## src/rtl/iq_tx_pkg.sv

```systemverilog
// Shared definitions for the IQ transmit burst framer: sample format,
// preamble amplitudes and the one-hot framer state encoding.
package iq_tx_pkg;

    localparam int SAMPLE_W = 11;

    typedef logic signed [SAMPLE_W-1:0] sample_t;

    localparam sample_t AMP_POS  = 11'sd8;
    localparam sample_t AMP_NEG  = -11'sd8;
    localparam sample_t AMP_ZERO = 11'sd0;

    typedef enum logic [3:0] {
        ST_IDLE = 4'b0001,
        ST_PRE  = 4'b0010,
        ST_DATA = 4'b0100,
        ST_TAIL = 4'b1000
    } state_t;

    // Preamble alternates +A / -A on I, starting with +A on symbol 0.
    function automatic sample_t preamble_i(input logic odd_sym);
        sample_t val;
        if (odd_sym) begin
            val = AMP_NEG;
        end else begin
            val = AMP_POS;
        end
        return val;
    endfunction

endpackage

```

## src/rtl/sym_timer.sv

```systemverilog
// Sample-within-symbol counter; runs only while enabled and flags the last
// sample of each symbol.
module sym_timer #(
    parameter int OSR = 8
) (
    input  logic                    clk,
    input  logic                    rst_n,
    input  logic                    run,
    output logic [$clog2(OSR)-1:0]  sc,
    output logic                    tick
);

    localparam int SC_W = $clog2(OSR);
    localparam logic [SC_W-1:0] SC_LAST = SC_W'(OSR - 1);
    localparam logic [SC_W-1:0] SC_ONE  = SC_W'(1);

    logic [SC_W-1:0] sc_q;
    logic [SC_W-1:0] sc_d;

    assign tick = run & (sc_q == SC_LAST);
    assign sc   = sc_q;

    // Next count: held at zero when stopped, wraps after the last sample.
    always_comb begin
        sc_d = sc_q;
        if (!run) begin
            sc_d = '0;
        end else if (tick) begin
            sc_d = '0;
        end else begin
            sc_d = sc_q + SC_ONE;
        end
    end

    // Counter register.
    always_ff @(posedge clk or negedge rst_n) begin
        if (!rst_n) begin
            sc_q <= '0;
        end else begin
            sc_q <= sc_d;
        end
    end

endmodule

```

## src/rtl/iq_tx_framer.sv

```systemverilog
// Burst framer: preamble, mapper data with zero-order hold to OSR samples,
// guard tail of zero symbols, then a done pulse.
module iq_tx_framer
    import iq_tx_pkg::*;
#(
    parameter int OSR           = 8,
    parameter int PRE_LEN       = 16,
    parameter int GUARD_LEN     = 4,
    parameter int PRIME_TIMEOUT = 4
) (
    input  logic                       CLK,
    input  logic                       RST,
    input  logic                       start,
    output logic                       sym_ce,
    input  logic signed [SAMPLE_W-1:0] in_xr,
    input  logic signed [SAMPLE_W-1:0] in_xi,
    input  logic                       in_valid,
    output logic signed [SAMPLE_W-1:0] out_i,
    output logic signed [SAMPLE_W-1:0] out_q,
    output logic                       out_valid,
    output logic                       sym_strobe,
    output logic                       busy,
    output logic                       done
);

    localparam int CNT_W = $clog2(PRE_LEN + GUARD_LEN + PRIME_TIMEOUT + 1);
    localparam logic [CNT_W-1:0] CNT_ONE    = CNT_W'(1);
    localparam logic [CNT_W-1:0] PRE_LAST   = CNT_W'(PRE_LEN - 1);
    localparam logic [CNT_W-1:0] GUARD_LAST = CNT_W'(GUARD_LEN - 1);
    localparam logic [CNT_W-1:0] TO_LAST    = CNT_W'(PRIME_TIMEOUT - 1);

    state_t             state_q;
    state_t             state_d;
    logic [CNT_W-1:0]   cnt_q;
    logic [CNT_W-1:0]   cnt_d;
    logic               seen_q;
    logic               seen_d;
    sample_t            sym_i_q;
    sample_t            sym_i_d;
    sample_t            sym_q_q;
    sample_t            sym_q_d;
    logic               done_q;
    logic               done_d;
    logic               sym_ce_s;
    logic               run_s;
    logic               tick_s;
    logic [$clog2(OSR)-1:0] sc_s;
    sample_t            in_i_s;
    sample_t            in_q_s;

    assign run_s  = (state_q != ST_IDLE);
    // An invalid mapper slot becomes a zero symbol rather than stale data.
    assign in_i_s = in_valid ? in_xr : AMP_ZERO;
    assign in_q_s = in_valid ? in_xi : AMP_ZERO;

    sym_timer #(
        .OSR (OSR)
    ) u_sym_timer (
        .clk   (CLK),
        .rst_n (RST),
        .run   (run_s),
        .sc    (sc_s),
        .tick  (tick_s)
    );

    // Burst sequencing, symbol selection and mapper handshake.
    always_comb begin
        state_d  = state_q;
        cnt_d    = cnt_q;
        seen_d   = seen_q;
        sym_i_d  = sym_i_q;
        sym_q_d  = sym_q_q;
        done_d   = 1'b0;
        sym_ce_s = 1'b0;
        case (state_q)
            ST_IDLE: begin
                cnt_d   = '0;
                sym_i_d = AMP_ZERO;
                sym_q_d = AMP_ZERO;
                if (start) begin
                    state_d = ST_PRE;
                    seen_d  = 1'b0;
                    sym_i_d = preamble_i(1'b0);
                end else begin
                    state_d = ST_IDLE;
                end
            end
            ST_PRE: begin
                if (tick_s && (cnt_q == PRE_LAST)) begin
                    // First mapper request; its answer arrives one symbol later.
                    sym_ce_s = 1'b1;
                    state_d  = ST_DATA;
                    cnt_d    = '0;
                    seen_d   = seen_q | in_valid;
                    sym_i_d  = in_i_s;
                    sym_q_d  = in_q_s;
                end else if (tick_s) begin
                    cnt_d   = cnt_q + CNT_ONE;
                    sym_i_d = preamble_i(cnt_d[0]);
                    sym_q_d = AMP_ZERO;
                end else begin
                    state_d = ST_PRE;
                end
            end
            ST_DATA: begin
                if (tick_s) begin
                    sym_ce_s = 1'b1;
                    seen_d   = seen_q | in_valid;
                    // cnt_q counts zero symbols already sent while nothing was seen.
                    if ((seen_q && !in_valid) || (!seen_q && (cnt_q >= TO_LAST))) begin
                        state_d = ST_TAIL;
                        cnt_d   = '0;
                        sym_i_d = AMP_ZERO;
                        sym_q_d = AMP_ZERO;
                    end else begin
                        sym_i_d = in_i_s;
                        sym_q_d = in_q_s;
                        if (cnt_q < TO_LAST) begin
                            cnt_d = cnt_q + CNT_ONE;
                        end else begin
                            cnt_d = cnt_q;
                        end
                    end
                end else begin
                    state_d = ST_DATA;
                end
            end
            ST_TAIL: begin
                sym_i_d = AMP_ZERO;
                sym_q_d = AMP_ZERO;
                if (tick_s && (cnt_q == GUARD_LAST)) begin
                    state_d = ST_IDLE;
                    cnt_d   = '0;
                    done_d  = 1'b1;
                end else if (tick_s) begin
                    cnt_d = cnt_q + CNT_ONE;
                end else begin
                    state_d = ST_TAIL;
                end
            end
            default: begin
                state_d = ST_IDLE;
                cnt_d   = '0;
                seen_d  = 1'b0;
                sym_i_d = AMP_ZERO;
                sym_q_d = AMP_ZERO;
            end
        endcase
    end

    // State and held-symbol registers; reset aborts any burst in progress.
    always_ff @(posedge CLK or negedge RST) begin
        if (!RST) begin
            state_q <= ST_IDLE;
            cnt_q   <= '0;
            seen_q  <= 1'b0;
            sym_i_q <= AMP_ZERO;
            sym_q_q <= AMP_ZERO;
            done_q  <= 1'b0;
        end else begin
            state_q <= state_d;
            cnt_q   <= cnt_d;
            seen_q  <= seen_d;
            sym_i_q <= sym_i_d;
            sym_q_q <= sym_q_d;
            done_q  <= done_d;
        end
    end

    assign out_i      = sym_i_q;
    assign out_q      = sym_q_q;
    assign busy       = run_s;
    assign out_valid  = run_s;
    assign sym_strobe = run_s & (sc_s == '0);
    assign sym_ce     = sym_ce_s;
    assign done       = done_q;

endmodule

```

## config.mk

```make
export PLATFORM = sky130hd
export DESIGN_NAME = iq_tx_framer
export DESIGN_NICKNAME = d
export VERILOG_FILES = /design/src/rtl/iq_tx_pkg.sv /design/src/rtl/sym_timer.sv /design/src/rtl/iq_tx_framer.sv
export SDC_FILE = /design/constraint.sdc
export NUM_CORES = 1
export LEC_CHECK = 0
export CAP_MARGIN = 0
export CELL_PAD_IN_SITES_DETAIL_PLACEMENT = 1
export CELL_PAD_IN_SITES_GLOBAL_PLACEMENT = 1
export CORE_ASPECT_RATIO = 0.5
export CORE_MARGIN = 3
export CORE_UTILIZATION = 37
export CTS_CLUSTER_DIAMETER = 80
export DETAILED_ROUTE_END_ITERATION = 7
export GPL_TIMING_DRIVEN = 1
export PLACE_DENSITY_LB_ADDON = 0.1
export SKIP_LAST_GASP = 1
export SLEW_MARGIN = 10
export SYNTH_ARGS = -nofsm -noshare
export SYNTH_HDL_FRONTEND = slang
export SYNTH_SLANG_ARGS = --single-unit
```

## constraint.sdc

```tcl
create_clock -name CLK -period 2.31 [get_ports CLK]
set_input_delay 0.462 -clock CLK [delete_from_list [all_inputs] [get_ports CLK]]
set_output_delay 0.462 -clock CLK [all_outputs]
set_load 0.05 [all_outputs]
```

==> out/metrics.yaml <==
yosysSeqAreaShare: 0.457
multi_input_area_um2: 985
drive_above_1_share: 0.218
slew_viol_final: 0
dieArea_um2: 6300
max-slew-margin-rel: 0.523
yosysTopAreaCellShare: 0.444
synth_xor_area_frac: 0.0133
synth_top_cells_by_area: "dfrtp_1 (44%), a32o_1 (7.6%), buf_6 (3.4%), ha_1 (3.2%), o31ai_1 (2.7%)"
worstHoldStart: "out_i[8]$_DFFE_PN0P_"
switchingPower_w: 0.000908
synth_top_family_by_area: "compound AO/OA/AOI/OAI gates"
yosysWarnings: 0
p_int_w: 0.00141
syn-num-nets: 205
switching_share: 0.392
ys_types: 54
hold_buffers: 0
utilization: 0.546
async_flop_share: 1.00
io_buffer_count: 52
cts_tree: "yes"
nets: 268
overflow: 0
via_per_inst: 5.58
critical_path_arrival_ns: 1.80
start_util: 0.391
fp.dieW_um: 109
hpwl_mm: 3.84
ys_seq_elements: 36
finalCritPeriodShare: 0.981
grt_util_all_layers: 0.183
grt_start_max_net_pins: 37
synthMuxAreaShare: 0.00507
htree_levels: 2
dieHeight_um: 57.6
crit_type: "register to output port"
avgSynthCellArea_um2: 11.3
required_ns: 1.85
firstDrtPassIters: 4
clk_pin_slew_worst_paths_ns: 0.07
whs_endpoint: "out_i[8]$_DFFE_PN0P_"
synth.most_common_cell: "dfrtp_1"
peakVddDrop_v: 0.000568
startpoint_type: "register"
yosys_most_used_dff: "dfrtp_1"
antenna_found_initial: 0
netlist_instances: 174
synthAdderAreaFrac: 0.0317
cts_root_buf: "clkbuf_8"
setup_violations: 0
gp_congestion: 0.826
n_antenna_cell: 0
synth_commonest_cells: "dfrtp_1 (35), a32o_1 (15), nand2_1 (13)"
grt_pass1_vias: 1788
hold_viol: 0
synthSimpleGateAreaFrac: 0.160
num_rows: 18
total_power_w: 0.00232
core_area_um2: 5040
fin_crit_ns: 2.27
powerDensity_nw_per_um2: 842
max-cap-violations: 0
rr_startpoint: "cnt_q[0]$_DFFE_PN0P_"
cts_made_buffers: 5
wl_per_cell_um: 17.6
min_delay_path_depth: 2
final-seq-area_um2: 906
seq_power_share: 0.333
syn_area_um2: 1970
fin_skew_ns: 0.00561
status: "complete, no violations"
vias: 1720
fin_ws_ns: 0.0447
cts.sinks: 36
p_clk_frac: 0.238
fill_cells: 563
drcViolationCount: 0
finalWirelength_mm: 5.41
reg2reg_slack_ns: 0.26
worst_pin_slew_ns: 0.698
grt_pass1_wl_mm: 9.00
area_delta_synth_final_pct: 39.6
path_max_fanout: 7
pin_count: 53
insertion_delay_ns: 0.29
rr_worst_depth: 7
post-place-ws_ns: 0.120
comb_power_share: 0.428
hold_path.class: "register to register"
drt_iter0_drc: 56
reg2reg_to: "out_i[10]$_DFFE_PN0P_"
fmax_mhz: 441
cp-end-kind: "output port"
synth_compound_area_frac: 0.271
synth_area_leader_cell: "dfrtp_1"
clockBufferDepth: 2
antenna_left: 0
synth_edf_count: 0
power.leakage_nw: 1.10
-- area by class of cell --
type,count,share of cell area
inverter,4,0.00636
timing repair buffer,69,0.236
clock inverter,2,0.0127
tap,70,0.0318
clock buffer,6,0.0264
multi-input combinational,121,0.358
sequential,36,0.329
-- placed cells by master (no fill, tap or decap), types with 2 or more instances in the layout --
master,count
clkdlybuf4s50_1,48
dfrtp_1,32
buf_4,20
a32o_1,15
nand2_1,12
o21ai_0,8
a21oi_1,8
o31ai_1,7
nor2_1,6
clkbuf_8,5
nor3_1,4
inv_1,3
nor3b_1,3
o211ai_1,3
ha_1,3
dfrtp_2,3
nor4b_4,2
and3_1,2
nand4_1,2
or4b_4,2
o21a_1,2
xnor2_1,2
nor4b_1,2
and2_1,2
o22ai_1,2
a31oi_1,2
a311oi_1,2
-- state kept, by name, indices dropped and copies added (netlist names) --
name	flops
cnt_q	5
done	1
out_i	11
out_q	11
seen_q	1
state_q	4
u_sym_timer.sc	3
-- worst max path at each step --
stage / start / slack [ns] / to / cells after the start
after floorplan: state_q[0]$_DFFE_PN1P_ / 0.02 / sym_strobe / 3
after global placement: cnt_q[0]$_DFFE_PN0P_ / 0.20 / out_i[10]$_DFFE_PN0P_ / 7
after detailed placement: in_valid / 0.12 / cnt_q[3]$_DFFE_PN0P_ / 5
after CTS: state_q[0]$_DFFE_PN1P_ / 0.02 / sym_ce / 5
after global routing: state_q[0]$_DFFE_PN1P_ / -0.01 / sym_ce / 4
final: state_q[0]$_DFFE_PN1P_ / 0.04 / sym_ce / 4
-- cells by family after synthesis --
| group | count (synthesis) |
|---|---|
| xor+xnor | 3 |
| compound gates | 65 |
| mux | 1 |
| flops | 36 |
| buf+inv | 17 |
| fa+ha+maj | 5 |
| simple gates | 47 |
-- critical path, stage by stage, from the launching register on --
cell and delay (ns):
dfstp_2 0.41, buf_4 0.16, or4b_4 0.59, a21oi_4 0.21, buf_12 0.15
-- routing by layer --
metal / global-route usage / part of all wire / vias up
met1: 0.253 / 0.50 / 864
li1: - / - / 810
met3: 0.0434 / 0.051 / 5
met4: 0.0373 / 0.0050 / 0
met5: 0 / 0 / -
met2: 0.298 / 0.44 / 41
-- what timing repair did --
item / CTS / global route
pin swaps: 1 / 0
gates resized for setup: 6 / 2
setup endpoints to repair: 1 / 1
setup buffers: 1 / 4
-- per-stage QoR --
| step | cells | TNS [ns] | instance area (µm²) | hold WS (ns) |
|---|---|---|---|---|
| final | 308 | 0 | 2750 | 0.484 |
| after global routing | 308 | -0.0113 | 2750 | 0.509 |
| after CTS | 304 | 0 | 2720 | 0.490 |
| after detailed placement | 295 | 0 | 2580 | 0.473 |
| after global placement | 295 | 0 | 2580 | 0.458 |
| after floorplan | 174 | 0 | 1980 | 0.166 |
-- power by group through the flow --
stage          clock [W]  sequential (W)  combinational [W]
2_1_floorplan          0        0.000807           0.000637
3_3_place_gp           0        0.000811           0.000902
3_5_place_dp           0        0.000817           0.000906
4_1_cts         0.000571        0.000806           0.000910
5_1_grt         0.000604        0.000783            0.00108
6_report        0.000553        0.000773           0.000993
No activity file was read; power rests on OpenSTA's default activity.
